--- config.mk ---
export PLATFORM = sky130hd
export DESIGN_NAME = i2s_rx
export DESIGN_NICKNAME = d
export VERILOG_FILES = /design/src/rtl/i2s_rx.sv
export SDC_FILE = /design/constraint.sdc
export NUM_CORES = 1
export LEC_CHECK = 0
export BUFFER_PORTS_ARGS = -buffer_cell sky130_fd_sc_hd__clkbuf_2
export CAP_MARGIN = 20
export CORE_ASPECT_RATIO = 0.75
export CORE_MARGIN = 8
export CORE_UTILIZATION = 57
export CTS_CLUSTER_DIAMETER = 50
export DETAILED_ROUTE_END_ITERATION = 10
export GPL_TIMING_DRIVEN = 0
export PLACE_DENSITY = 0.79
export SETUP_SLACK_MARGIN = 0.1
export SKIP_LAST_GASP = 1
export SLEW_MARGIN = 20
export SYNTH_ARGS = -nofsm -noshare
export SYNTH_HDL_FRONTEND = slang
export SYNTH_SLANG_ARGS = --single-unit
--- constraint.sdc ---
create_clock -name clk -period 4 [get_ports clk]
set_clock_uncertainty 0.1 [all_clocks]
set_input_delay 0.4 -clock clk [delete_from_list [all_inputs] [get_ports clk]]
set_output_delay 0.4 -clock clk [all_outputs]
set_load 0.01 [all_outputs]
--- src/rtl/i2s_rx.sv ---
// I2S receive deserializer. Captures left/right words of DW bits and
// presents each complete stereo frame on a valid/ready output register.
module i2s_rx #(
    parameter int DW = 24
) (
    input  logic                 clk,
    input  logic                 rst,
    input  logic                 sclk,
    input  logic                 lrclk,
    input  logic                 sdi,
    output logic signed [DW-1:0] l_sample,
    output logic signed [DW-1:0] r_sample,
    output logic                 valid,
    input  logic                 ready,
    output logic                 overrun,
    output logic                 frame_err
);

    localparam int CW = $clog2(DW + 1);

    typedef enum logic [1:0] {
        SYNC  = 2'd0,
        ARM   = 2'd1,
        SHIFT = 2'd2,
        DONE  = 2'd3
    } state_t;

    state_t          state_q, state_d;
    logic            sclk_q, sclk_d;
    logic            lr_q, lr_d;
    logic            chan_q, chan_d;          // 0 = left slot, 1 = right slot
    logic [CW-1:0]   cnt_q, cnt_d;
    logic [DW-1:0]   shift_q, shift_d;
    logic [DW-1:0]   left_hold_q, left_hold_d;
    logic            have_left_q, have_left_d;
    logic [DW-1:0]   l_sample_q, l_sample_d;
    logic [DW-1:0]   r_sample_q, r_sample_d;
    logic            valid_q, valid_d;
    logic            overrun_q, overrun_d;
    logic            frame_err_q, frame_err_d;

    logic            rise;
    logic            boundary;
    logic            publish;
    logic [DW-1:0]   word;
    logic [CW-1:0]   cnt_inc;

    // Edge detection, capture FSM, word assembly and output register update
    always_comb begin
        state_d     = state_q;
        sclk_d      = sclk;
        lr_d        = lr_q;
        chan_d      = chan_q;
        cnt_d       = cnt_q;
        shift_d     = shift_q;
        left_hold_d = left_hold_q;
        have_left_d = have_left_q;
        l_sample_d  = l_sample_q;
        r_sample_d  = r_sample_q;
        valid_d     = valid_q;
        overrun_d   = 1'b0;
        frame_err_d = 1'b0;
        publish     = 1'b0;

        rise     = sclk && !sclk_q;
        boundary = rise && (lrclk != lr_q);
        word     = {shift_q[DW-2:0], sdi};
        cnt_inc  = cnt_q + CW'(1);

        if (rise) begin
            lr_d = lrclk;
            case (state_q)
                SYNC: begin
                    // Only a left-slot boundary can start a frame
                    if (boundary && !lrclk) begin
                        state_d = ARM;
                        chan_d  = 1'b0;
                    end
                end
                ARM, SHIFT: begin
                    if (boundary) begin
                        // Slot ended early: drop the partial word and frame
                        have_left_d = 1'b0;
                        frame_err_d = 1'b1;
                        chan_d      = 1'b0;
                        state_d     = lrclk ? SYNC : ARM;
                    end else if (state_q == ARM) begin
                        shift_d = {{(DW-1){1'b0}}, sdi};
                        cnt_d   = CW'(1);
                        state_d = SHIFT;
                    end else begin
                        shift_d = word;
                        cnt_d   = cnt_inc;
                        if (cnt_inc == CW'(DW)) begin
                            state_d = DONE;
                            if (!chan_q) begin
                                left_hold_d = word;
                                have_left_d = 1'b1;
                            end else if (have_left_q) begin
                                publish     = 1'b1;
                                have_left_d = 1'b0;
                            end
                        end
                    end
                end
                DONE: begin
                    // Trailing slot bits are ignored until the next boundary
                    if (boundary) begin
                        if (!lrclk && have_left_q) begin
                            have_left_d = 1'b0;
                        end
                        chan_d  = lrclk;
                        state_d = ARM;
                    end
                end
                default: state_d = SYNC;
            endcase
        end

        if (publish) begin
            // A frame still pending with ready low is lost here
            l_sample_d = left_hold_q;
            r_sample_d = word;
            valid_d    = 1'b1;
            overrun_d  = valid_q && !ready;
        end else if (valid_q && ready) begin
            valid_d = 1'b0;
        end
    end

    // State and datapath registers, cleared asynchronously
    always_ff @(posedge clk or posedge rst) begin
        if (rst) begin
            state_q     <= SYNC;
            sclk_q      <= 1'b0;
            lr_q        <= 1'b0;
            chan_q      <= 1'b0;
            cnt_q       <= '0;
            shift_q     <= '0;
            left_hold_q <= '0;
            have_left_q <= 1'b0;
            l_sample_q  <= '0;
            r_sample_q  <= '0;
            valid_q     <= 1'b0;
            overrun_q   <= 1'b0;
            frame_err_q <= 1'b0;
        end else begin
            state_q     <= state_d;
            sclk_q      <= sclk_d;
            lr_q        <= lr_d;
            chan_q      <= chan_d;
            cnt_q       <= cnt_d;
            shift_q     <= shift_d;
            left_hold_q <= left_hold_d;
            have_left_q <= have_left_d;
            l_sample_q  <= l_sample_d;
            r_sample_q  <= r_sample_d;
            valid_q     <= valid_d;
            overrun_q   <= overrun_d;
            frame_err_q <= frame_err_d;
        end
    end

    assign l_sample  = l_sample_q;
    assign r_sample  = r_sample_q;
    assign valid     = valid_q;
    assign overrun   = overrun_q;
    assign frame_err = frame_err_q;

endmodule

==> parameters.txt, run 1 <==
Parameter                              Value

Routing
  Post-DRT Antenna Nets ... 0
  WL per Instance ... 16.10 um
  Vias after detailed routing ... 2737
  DRT Pass-1 Iters ... 4
  Detailed Route WL ... a little over 8000 um
  DR DRC count ... 0
  DRC violation total after the first TritonRoute iteration ... 132
  Number of vias per cell after detailed routing ... around 5.4

GRT
  Total gr overflow ... 0
  Largest net degree at the start of global routing ... 75
  Total global-route track usage ... 15.97%
  Wire length of the first global-routing pass ... 14260 um
  Number of antenna violations at the first check in global routing ... 0
  Number of global-route vias before repair ... 2873

STA
  Final Hold Viols ... 0
  Final critical path time including I/O delays and setup ... 2.438 ns
  Relative max-transition margin ... 61.78%
  Top achievable clock speed ... 410.2 MHz
  Setup-violating endpoint count in the final report ... 0
  Total Negative Setup Slacks ... 0 ns
  Max-slew violation count ... 0
  Final cycle utilization of the critical path ... between 60% and 70%
  RSZ-0062 raised after global routing ... false
  Actual slew at the worst max-slew pin ... 0.5709 ns

Final layout
  Fraction of layout instances using a drive strength above 1 ... 38.14%
  Layout Nets ... between 400 and 500
  Post-route design area ... 5066 um^2
  Commonest non-fill, non-tap cells in the layout ... dfrtp_1 (109), mux2_2 (73), clkbuf_2 (56)
  Area grow syn2layout ... 15.29%
  Diodes inserted ... 0
  Post-layout utilization of the core ... between 60 and 70%
  Most common library cell in the layout ignoring fill and taps ... dfrtp_1
  Number of cells in the finished layout apart from fillers ... 510

Yosys
  Fraction of synthesized area in multiplexers ... 18.94%
  Total of flip-flops plus latches after synthesis ... between 100 and 150
  Sequential element share of the synthesized area ... 62.07%
  Area of the mapped netlist ... 4394 um^2
  Synthesized-area fraction occupied by adder cells ... under 10%
  Total number of yosys warnings ... 0
  Synthesized area per cell ... 13.12 um^2
  Post-synthesis simple-gate area fraction ... 9.539%
  Net Count, Synth ... 345
  Synthesized-area fraction occupied by ao, oa, aoi and oai cells ... 5.353%
  Post-Synthesis Cells ... 335
  Share of the synthesized netlist area taken by xor and xnor gates ... less than 1%
  Distinct cells, synth ... 30
  Dominant combinational cell family by area after synthesis ... multiplexers

Run status
  Result of the run ... completed

Floorplan
  I/O Pins ... 57
  Area enclosed by the die boundary ... 10800 um^2
  Floorplan Core Area ... 7398 um^2
  Initial standard-cell utilization of the core ... 59.39%
  Number of rows in the core area ... 27
  Chip Width ... 117.4 um
  Die span in y ... just over 90 um

Worst setup path
  Required time at the worst-slack endpoint ... 4.15 ns
  Data arrival at the endpoint of the critical path ... 2.59 ns
  Setup crit start kind ... flop
  Maximum fanout count along the critical path ... 10
  Element type at the critical path end ... flop
  Worst-path cell chain ... inv_1, ha_1, nand3_1, buf_4, nor4b_4, buf_6, mux2_2
  Crit path largest cell delay ... 0.51 ns
  Crit path max-delay cell type ... nor4b_4
  Setup CP Type ... flop to flop

Clock tree
  Maximum count of clock buffers along a single path ... 2
  Total CTS buffers ... 9
  Clock transition at the register clock pins on the worst setup and hold paths after CTS ... 0.10 ns
  Number of H-tree levels ... 3
  TritonCTS clock tree ... yes
  CTS Root Buffer Type ... clkbuf_8
  Clock sink count ... 109
  Insertion delay to the later sink of the worst-skew pair ... roughly 0.36 ns

Job
  Max-cap violation count ... 0

Place
  DP HPWL ... 5866 um
  Number of instances in the placed design ... a little under 500
  Routability congestion estimate from global placement ... approximately 0.84
  Post-DP Area ... a little under 5000 um^2
  Port buffer count ... 56

Power and ir drop
  Worst voltage drop across the vdd grid ... 271.0 uV
  Leak pwr ... 2.589 nW
  Power per standard cell area ... between 400 and 500 nW/um^2
  Final Total Pwr ... between 2 and 2.5 mW

Min path
  Class of the tightest hold or removal check ... input pin to flop
-- synth_stat cells --
cell type | n | area (um^2)
nand4_1 | 2 | 12.51
clkbuf_1 | 8 | 30.03
dfrtp_1 | 109 | 2728
o21ai_0 | 34 | 170.2
nand3_1 | 3 | 15.01
nor2b_1 | 2 | 12.51
a21oi_1 | 4 | 20.02
and4b_1 | 1 | 10.01
nor2_1 | 4 | 15.01
nor3b_1 | 1 | 7.510
o22ai_1 | 1 | 6.260
o31ai_1 | 1 | 7.510
a221oi_1 | 1 | 8.760
nor4b_4 | 1 | 23.77
mux2_2 | 73 | 822.0
o311ai_0 | 1 | 8.760
and3_1 | 1 | 6.260
buf_4 | 2 | 15.01
a21boi_0 | 1 | 7.510
nor3_1 | 3 | 15.01
xnor2_2 | 1 | 16.27
a31oi_1 | 1 | 6.260
buf_6 | 2 | 22.52
inv_1 | 7 | 26.28
mux2i_1 | 1 | 10.01
nand2_1 | 35 | 131.4
ha_1 | 4 | 50.05
buf_2 | 4 | 20.02
nand2b_1 | 26 | 162.7
nand3b_1 | 1 | 7.510
-- layer usage --
layer,vias to the layer above,part of all wire [%],track usage (%)
li1,1296,-,-
met3,9,4.8,5.021
met4,0,0.86,4.198
met2,54,46,25.01
met1,1378,49,21.15
met5,-,0,0
-- repair_timing --
| item | in CTS | in global routing |
|---|---|---|
| buffers inserted | 0 | 0 |
| hold buffers | 1 | 0 |
| resized for setup | 0 | 0 |
| endpoints found under the hold margin | 35 | 0 |
-- sequential cells by signal (all words and copies together) (netlist names), 2 cells and up --
register / cells
cnt_q: 5
l_sample: 24
left_hold_q: 24
r_sample: 24
shift_q: 23
state_q: 2
-- kinds of logic after synthesis --
kind of cell	after synthesis
AO/OA/AOI/OAI	44
flip-flops	109
AND/OR/NAND/NOR	80
XOR/XNOR	1
multiplexers	74
adder cells (fa/ha/maj)	4
buffers and inverters	23
-- final cells by class --
type / count / area (um^2)
inverters: 7 / 31.28
clock inverters: 6 / 95.09
fillers: 551 / 2332
plain buffers: 16 / 87.58
clock buffers: 10 / 127.6
flip-flops and latches: 109 / 2728
multi-input cells: 203 / 1553
repair buffers: 58 / 317.8
well taps: 101 / 126.4
-- worst paths after layout --
path / from / to / slack (ns) / cells past startpoint
min in group asynchronous: rst / left_hold_q[6]$_DFFE_PP0P_ / 0.46 / 3
worst max register to register: state_q[0]$_DFFE_PP0P_ / left_hold_q[14]$_DFFE_PP0P_ / 1.56 / 7
max in group asynchronous: rst / cnt_q[2]$_DFFE_PP0P_ / 2.65 / 4
worst min register to register: left_hold_q[23]$_DFFE_PP0P_ / l_sample[23]$_DFFE_PP0P_ / 0.41 / 1
worst min-delay path: sclk / sclk_q$_DFF_PP0_ / 0.08 / 1
worst max-delay path: state_q[0]$_DFFE_PP0P_ / left_hold_q[14]$_DFFE_PP0P_ / 1.56 / 7
-- worst max-delay path: cells and delay by family, from the launching register on --
kind	cells	cell delay, ns
adders and majority gates	1	0.34
buffers and inverters	3	0.51
DFF	1	0.39
muxes	1	0.35
and+or+nand+nor	2	0.63
-- metrics by stage --
| step | hold WS (ns) | worst slack, ns |
|---|---|---|
| after floorplan | 0.3314 | 0.6261 |
| after global placement | 0.3805 | -0.4840 |
| after detailed placement | 0.3062 | 1.519 |
| after CTS | 0.06834 | 1.527 |
| after global routing | 0.07262 | 1.425 |
| final | 0.07714 | 1.562 |
-- power breakdown --
| part | leakage (nW) | internal [mW] | switching, mW |
|---|---|---|---|
| combinational | 0.982 | 0.156 | 0.221 |
| sequential | 1.50 | 1.16 | 0.0664 |
| clock | 0.111 | 0.359 | 0.369 |
Power figures use the tool's default switching activity.
==> inputs of run 2 (changes only) <==
- clock period: 4 -> 2.3 ns (I/O delays scaled with it)
==> parameters.txt, run 2 (synthesized netlist as in run 1, its figures left out) <==
Parameter                              Value

Floorplan
  Floorplan Core Area ... 7398 um^2 (unchanged)
  Chip Width ... 117.4 um (unchanged)
  Initial standard-cell utilization of the core ... 59.39% (unchanged)
  Die span in y ... 92.04 um (unchanged)
  Area enclosed by the die boundary ... 10800 um^2 (unchanged)
  Number of rows in the core area ... 27 (unchanged)
  I/O Pins ... 57 (unchanged)

STA
  Final cycle utilization of the critical path ... 92.42% (was 60.95%)
  Final critical path time including I/O delays and setup ... 2.126 ns (was 2.438 ns)
  Setup-violating endpoint count in the final report ... 0 (unchanged)
  Top achievable clock speed ... 470.4 MHz (was 410.2 MHz)
  Worst setup margin ... 0.1744 ns (was 1.562 ns)
  Max-slew violation count ... 0 (unchanged)
  Total Negative Setup Slacks ... 0 ns (unchanged)
  Relative max-transition margin ... 62.03% (was 61.78%)
  Worst hold margin ... 0.03837 ns (was 0.07714 ns)
  Final Hold Viols ... 0 (unchanged)
  RSZ-0062 raised after global routing ... false (unchanged)
  Actual slew at the worst max-slew pin ... 0.5683 ns (was 0.5709 ns)

Power and ir drop
  Worst voltage drop across the vdd grid ... 473.4 uV (was 271.0 uV)
  Leak pwr ... 2.642 nW (was 2.589 nW)
  Internal power ... 2.877 mW (was 1.679 mW)
  Sw Share ... 29.68% (was 28.10%)
  Portion of total power attributed to combinational logic ... 18.6% (was 16.2%)
  Power per standard cell area ... 787.6 nW/um^2 (was 461.1 nW/um^2)
  Switching pwr ... 1.214 mW (was 0.6563 mW)
  Share of power burned in the clock network ... 29.0% (was 31.1%)
  Sequential share of power ... 52.4% (was 52.7%)

Place
  Pre-CTS setup slack ... -0.1432 ns (was 1.519 ns)
  Routability congestion estimate from global placement ... 0.8201 (was 0.8417)
  DP HPWL ... 5946 um (was 5866 um)
  Port buffer count ... 56 (unchanged)
  Post-DP Area ... 4872 um^2 (was 4833 um^2)

Routing
  Post-DRT Antenna Nets ... 0 (unchanged)
  Topmost layer with routed signal wires ... met4 (unchanged)
  DRT Pass-1 Iters ... 4 (unchanged)
  Number of vias per cell after detailed routing ... 5.329 (was 5.367)
  Routed length on met2 ... 3943 um (was 3763 um)
  Detail Route met3 WL ... 416 um (was 391 um)
  DRC violation total after the first TritonRoute iteration ... 120 (was 132)
  WL per Instance ... 16.26 um (was 16.10 um)
  Vias after detailed routing ... 2771 (was 2737)
  DR DRC count ... 0 (unchanged)
  Met1 wire length ... 4016 um (was 3986 um)
  Detailed Route WL ... 8454 um (was 8213 um)

Worst setup path
  Terminus of the critical flop-to-flop path ... left_hold_q[22]$_DFFE_PP0P_ (was left_hold_q[14]$_DFFE_PP0P_)
  Element type at the critical path end ... flop (unchanged)
  Required time at the worst-slack endpoint ... 2.46 ns (was 4.15 ns)
  Setup CP Type ... flop to flop (unchanged)
  Setup crit end ... left_hold_q[22]$_DFFE_PP0P_ (was left_hold_q[14]$_DFFE_PP0P_)
  Setup crit start kind ... flop (unchanged)
  Data arrival at the endpoint of the critical path ... 2.28 ns (was 2.59 ns)
  R2R Setup Slk ... 0.17 ns (was 1.56 ns)
  Timing startpoint of the critical path ... cnt_q[0]$_DFFE_PP0P_ (was state_q[0]$_DFFE_PP0P_)
  Source of the worst register-to-register timing path ... cnt_q[0]$_DFFE_PP0P_ (was state_q[0]$_DFFE_PP0P_)
  Maximum fanout count along the critical path ... 6 (was 10)
  Worst reg-to-reg path cell count ... 7 (unchanged)

Clock tree
  Clock transition at the register clock pins on the worst setup and hold paths after CTS ... 0.11 ns (was 0.10 ns)
  CTS Root Buffer Type ... clkbuf_8 (unchanged)
  Clock sink count ... 109 (unchanged)
  Insertion delay to the later sink of the worst-skew pair ... 0.37 ns (was 0.36 ns)
  Maximum count of clock buffers along a single path ... 2 (unchanged)
  TritonCTS clock tree ... yes (unchanged)
  Number of H-tree levels ... 3 (unchanged)
  Total CTS buffers ... 9 (unchanged)

Final layout
  Area grow syn2layout ... 18.19% (was 15.29%)
  Commonest non-fill, non-tap cells in the layout ... dfrtp_1 (108), mux2_2 (73), clkbuf_2 (56) (was dfrtp_1 (109), mux2_2 (73), clkbuf_2 (56))
  Most common library cell in the layout ignoring fill and taps ... dfrtp_1 (unchanged)
  Post-layout utilization of the core ... 70.20% (was 68.48%)
  Layout Nets ... 424 (was 414)
  Post-route design area ... 5194 um^2 (was 5066 um^2)
  Diodes inserted ... 0 (unchanged)
  Number of filler cells placed in the layout ... 545 (was 551)
  Fraction of layout instances using a drive strength above 1 ... 41.29% (was 38.14%)

Job
  Max-cap violation count ... 0 (unchanged)

GRT
  Total gr overflow ... 0 (unchanged)
  Number of global-route vias before repair ... 2923 (was 2873)
  Wire length of the first global-routing pass ... 14310 um (was 14260 um)
  Total global-route track usage ... 16.19% (was 15.97%)
  Number of antenna violations at the first check in global routing ... 0 (unchanged)
  Largest net degree at the start of global routing ... 34 (was 75)

Min path
  Class of the tightest hold or removal check ... input pin to flop (unchanged)

Run status
  Result of the run ... completed (unchanged)
## run 2: final cells by class
class	count	area, um^2	share of cell area (%)
Sequential cell	109	2729	52.54
Clock inverter	7	78.83	1.518
Clock buffer	9	123.9	2.385
Timing Repair Buffer	68	420.4	8.094
Inverter	7	30.03	0.5782
Multi-Input combinational cell	203	1584	30.50
Buffer	16	101.3	1.951
Tap cell	101	126.4	2.433
## run 2: worst min-delay path by stage
| stage | start | to | slack, ns | cells after the start |
|---|---|---|---|---|
| floorplan | sclk | sclk_q$_DFF_PP0_ | 0.16 | 0 |
| global placement | sclk | sclk_q$_DFF_PP0_ | 0.27 | 1 |
| detailed placement | rst | l_sample[1]$_DFFE_PP0P_ | 0.21 | 2 |
| CTS | sdi | left_hold_q[0]$_DFFE_PP0P_ | 0.02 | 2 |
| global route | ready | overrun$_DFF_PP0_ | 0.02 | 3 |
| finish | ready | overrun$_DFF_PP0_ | 0.04 | 3 |
## run 2: what timing repair did
item | in CTS | in global routing
buffers inserted | 4 | 2
endpoints found under the hold margin | 24 | 0
hold buffers | 2 | 0
pin swaps | 2 | 0
gates resized for setup | 4 | 9
gates cloned | 1 | 0
setup endpoints to repair | 33 | 33
## run 2: stage by stage
stage	power [mW]	cells
after CTS	4.066	518
final	4.091	520
after floorplan	2.656	335
after global placement	2.799	492
after global routing	4.311	520
after detailed placement	2.845	495
## run 2: routing by layer
| layer | track usage (%) | vias to the layer above |
|---|---|---|
| met2 | 25.96 | 71 |
| met3 | 5.266 | 8 |
| li1 | - | 1307 |
| met5 | 0 | - |
| met4 | 4.413 | 0 |
| met1 | 20.76 | 1385 |
## run 2: power groups by stage
stage	Sequential (mW)	Combinational, mW	Clock, mW
CTS	2.14	0.714	1.21
global route	2.17	0.857	1.29
finish	2.14	0.760	1.19
detailed placement	2.18	0.665	0
floorplan	2.15	0.508	0
global placement	2.17	0.628	0
## run 2: critical path, cell delays in order (launching register included)
cell and delay, ns:
dfrtp_1 0.44, ha_1 0.25, nand2_1 0.13, nor2_4 0.19
nor4b_4 0.22, buf_4 0.20, buf_4 0.16, mux2_2 0.34
==> inputs of run 3 (changes only) <==
- HOLD_SLACK_MARGIN: not set -> 0.05
==> parameters.txt, run 3 (synthesized netlist as in run 1, its figures left out) <==
Parameter                              Value

Worst setup path
  CP bufs+invs ... 5 (was 2)
  Maximum fanout count along the critical path ... 4 (was 6)
  Source of the worst register-to-register timing path ... cnt_q[0]$_DFFE_PP0P_ (unchanged)
  Required time at the worst-slack endpoint ... 2.46 ns (about the same)
  Timing startpoint of the critical path ... lrclk (was cnt_q[0]$_DFFE_PP0P_)
  Element type at the critical path end ... flop (unchanged)
  Setup crit start kind ... input pin (was flop)
  Family with the most delay on the worst path ... buffers and inverters (was simple AND/OR/NAND/NOR gates)
  Crit path max-delay cell type ... dlygate4sd3_1 (was dfrtp_1)
  Worst-path cell chain ... dlygate4sd3_1, clkbuf_2, xnor2_2, nand3_2, buf_6, nor4b_4, buf_4, buf_4, mux2_2 (was ha_1, nand2_1, nor2_4, nor4b_4, buf_4, buf_4, mux2_2)
  Library cell appearing most often on the critical path ... buf_4 (unchanged)
  Crit path largest cell delay ... 0.53 ns (was 0.44 ns)
  Setup CP Type ... input pin to flop (was flop to flop)
  Data arrival at the endpoint of the critical path ... 2.28 ns (about the same)

GRT
  Number of antenna violations at the first check in global routing ... 0 (unchanged)
  Total global-route track usage ... 16.34% (was 16.19%)
  Total gr overflow ... 0 (unchanged)
  Number of global-route vias before repair ... 2940 (was 2923)
  Wire length of the first global-routing pass ... 14430 um (was 14310 um)
  Largest net degree at the start of global routing ... 34 (unchanged)

Floorplan
  Number of rows in the core area ... 27 (unchanged)
  Initial standard-cell utilization of the core ... 59.39% (unchanged)
  Chip Width ... 117.4 um (unchanged)
  I/O Pins ... 57 (unchanged)
  Floorplan Core Area ... 7398 um^2 (unchanged)
  Area enclosed by the die boundary ... 10800 um^2 (unchanged)
  Die span in y ... 92.04 um (unchanged)

Job
  Max-cap violation count ... 0 (unchanged)

Clock tree
  TritonCTS clock tree ... yes (unchanged)
  Clock transition at the register clock pins on the worst setup and hold paths after CTS ... 0.10 ns (was 0.11 ns)
  Total CTS buffers ... 9 (unchanged)
  Maximum count of clock buffers along a single path ... 2 (unchanged)
  Clock sink count ... 109 (unchanged)
  CTS Root Buffer Type ... clkbuf_8 (unchanged)
  Number of H-tree levels ... 3 (unchanged)
  Insertion delay to the later sink of the worst-skew pair ... 0.37 ns (about the same)

Final layout
  Number of cells in the finished layout apart from fillers ... 524 (was 520)
  Most common library cell in the layout ignoring fill and taps ... dfrtp_1 (unchanged)
  Number of filler cells placed in the layout ... 538 (was 545)
  Area grow syn2layout ... 19.05% (was 18.19%)
  Diodes inserted ... 0 (unchanged)
  Commonest non-fill, non-tap cells in the layout ... dfrtp_1 (108), mux2_2 (73), clkbuf_2 (56) (unchanged)
  Fraction of layout instances using a drive strength above 1 ... 41.13% (was 41.29%)
  Storage cell area ... 2729 um^2 (unchanged)
  Area of the multi-input gates ... 1584 um^2 (unchanged)
  Post-layout utilization of the core ... 70.71% (was 70.20%)
  Layout Nets ... 428 (was 424)

Place
  Routability congestion estimate from global placement ... 0.8201 (unchanged)
  DP HPWL ... 5946 um (unchanged)
  Number of instances in the placed design ... 495 (unchanged)
  Pre-CTS setup slack ... -0.1432 ns (unchanged)
  Port buffer count ... 56 (unchanged)

Routing
  Post-DRT Antenna Nets ... 0 (unchanged)
  WL per Instance ... 16.25 um (was 16.26 um)
  Detailed Route WL ... 8516 um (was 8454 um)
  DRC violation total after the first TritonRoute iteration ... 118 (was 120)
  Vias after detailed routing ... 2767 (was 2771)
  Number of vias per cell after detailed routing ... 5.281 (was 5.329)
  DR DRC count ... 0 (unchanged)
  DRT Pass-1 Iters ... 4 (unchanged)

STA
  Final critical path time including I/O delays and setup ... 2.123 ns (was 2.126 ns)
  Actual slew at the worst max-slew pin ... 0.5718 ns (was 0.5683 ns)
  RSZ-0062 raised after global routing ... false (unchanged)
  Setup-violating endpoint count in the final report ... 0 (unchanged)
  Relative max-transition margin ... 61.80% (was 62.03%)
  Worst setup margin ... 0.1768 ns (was 0.1744 ns)
  Final cycle utilization of the critical path ... 92.31% (was 92.42%)
  Worst hold margin ... 0.3508 ns (was 0.03837 ns)
  Final Hold Viols ... 0 (unchanged)
  Top achievable clock speed ... 471.0 MHz (was 470.4 MHz)
  Max-slew violation count ... 0 (unchanged)

Power and ir drop
  Power per standard cell area ... 785.9 nW/um^2 (was 787.6 nW/um^2)
  Worst voltage drop across the vdd grid ... 473.4 uV (about the same)
  Leak pwr ... 2.659 nW (was 2.642 nW)
  Final Total Pwr ... 4.111 mW (was 4.091 mW)

Run status
  Result of the run ... completed (unchanged)

Min path
  Class of the tightest hold or removal check ... input pin to async pin (was input pin to flop)
-- run 3: changes by cell type in the layout (fill, tap and decap cells not counted), sizes merged --
cell         change
dlygate4sd3      +3
buf              +1
-- run 3: what timing repair did --
item	CTS	global route
setup endpoints to repair	33	33
pin swaps	2	1
gates cloned	1	0
hold buffers	5	0
gates resized for setup	4	9
setup buffers	4	3
endpoints found under the hold margin	30	0
-- run 3: worst min-delay path, delay by kind of cell --
kind	cells	cell delay, ns
buffers and inverters	3	1.04
-- run 3: per-stage QoR --
stage | setup TNS, ns | area, um^2
5_1_grt | 0 | 5231
2_1_floorplan | 0 | 4398
4_1_cts | 0 | 5180
3_5_place_dp | -2.577 | 4872
6_report | 0 | 5231
3_3_place_gp | -1.351 | 4805
-- run 3: per-layer routing --
layer	vias to the layer above	global-route usage, %	wire, um
li1	1311	-	-
met1	1384	21.04	4026
met2	62	26.15	3956
met3	10	5.266	434
met4	0	4.413	98
met5	-	0	0
-- run 3: final timing paths --
| kind | slack, ns | cells past startpoint | end |
|---|---|---|---|
| max | 0.18 | 9 | left_hold_q[22]$_DFFE_PP0P_ |
| max in group asynchronous | 1.02 | 5 | shift_q[17]$_DFFE_PP0P_ |
| min in group clk | 0.41 | 1 | r_sample[13]$_DFFE_PP0P_ |
| min | 0.35 | 3 | l_sample[1]$_DFFE_PP0P_ |
| min reg2reg | 0.41 | 1 | r_sample[13]$_DFFE_PP0P_ |
| max reg2reg | 0.19 | 7 | left_hold_q[22]$_DFFE_PP0P_ |
-- run 3: power by group --
group          switching [mW]  internal, mW
clock network           0.668         0.518
registers               0.119          2.03
logic                   0.434         0.347
total                    1.22          2.89
-- run 3: area by class of cell --
type	count	share of cell area (%)
buffer	16	1.937
clock buffer	9	2.368
clock inverter	7	1.507
inverter	7	0.5740
multi-input combinational	203	30.28
sequential	109	52.16
tap	101	2.416
timing repair buffer	72	8.754
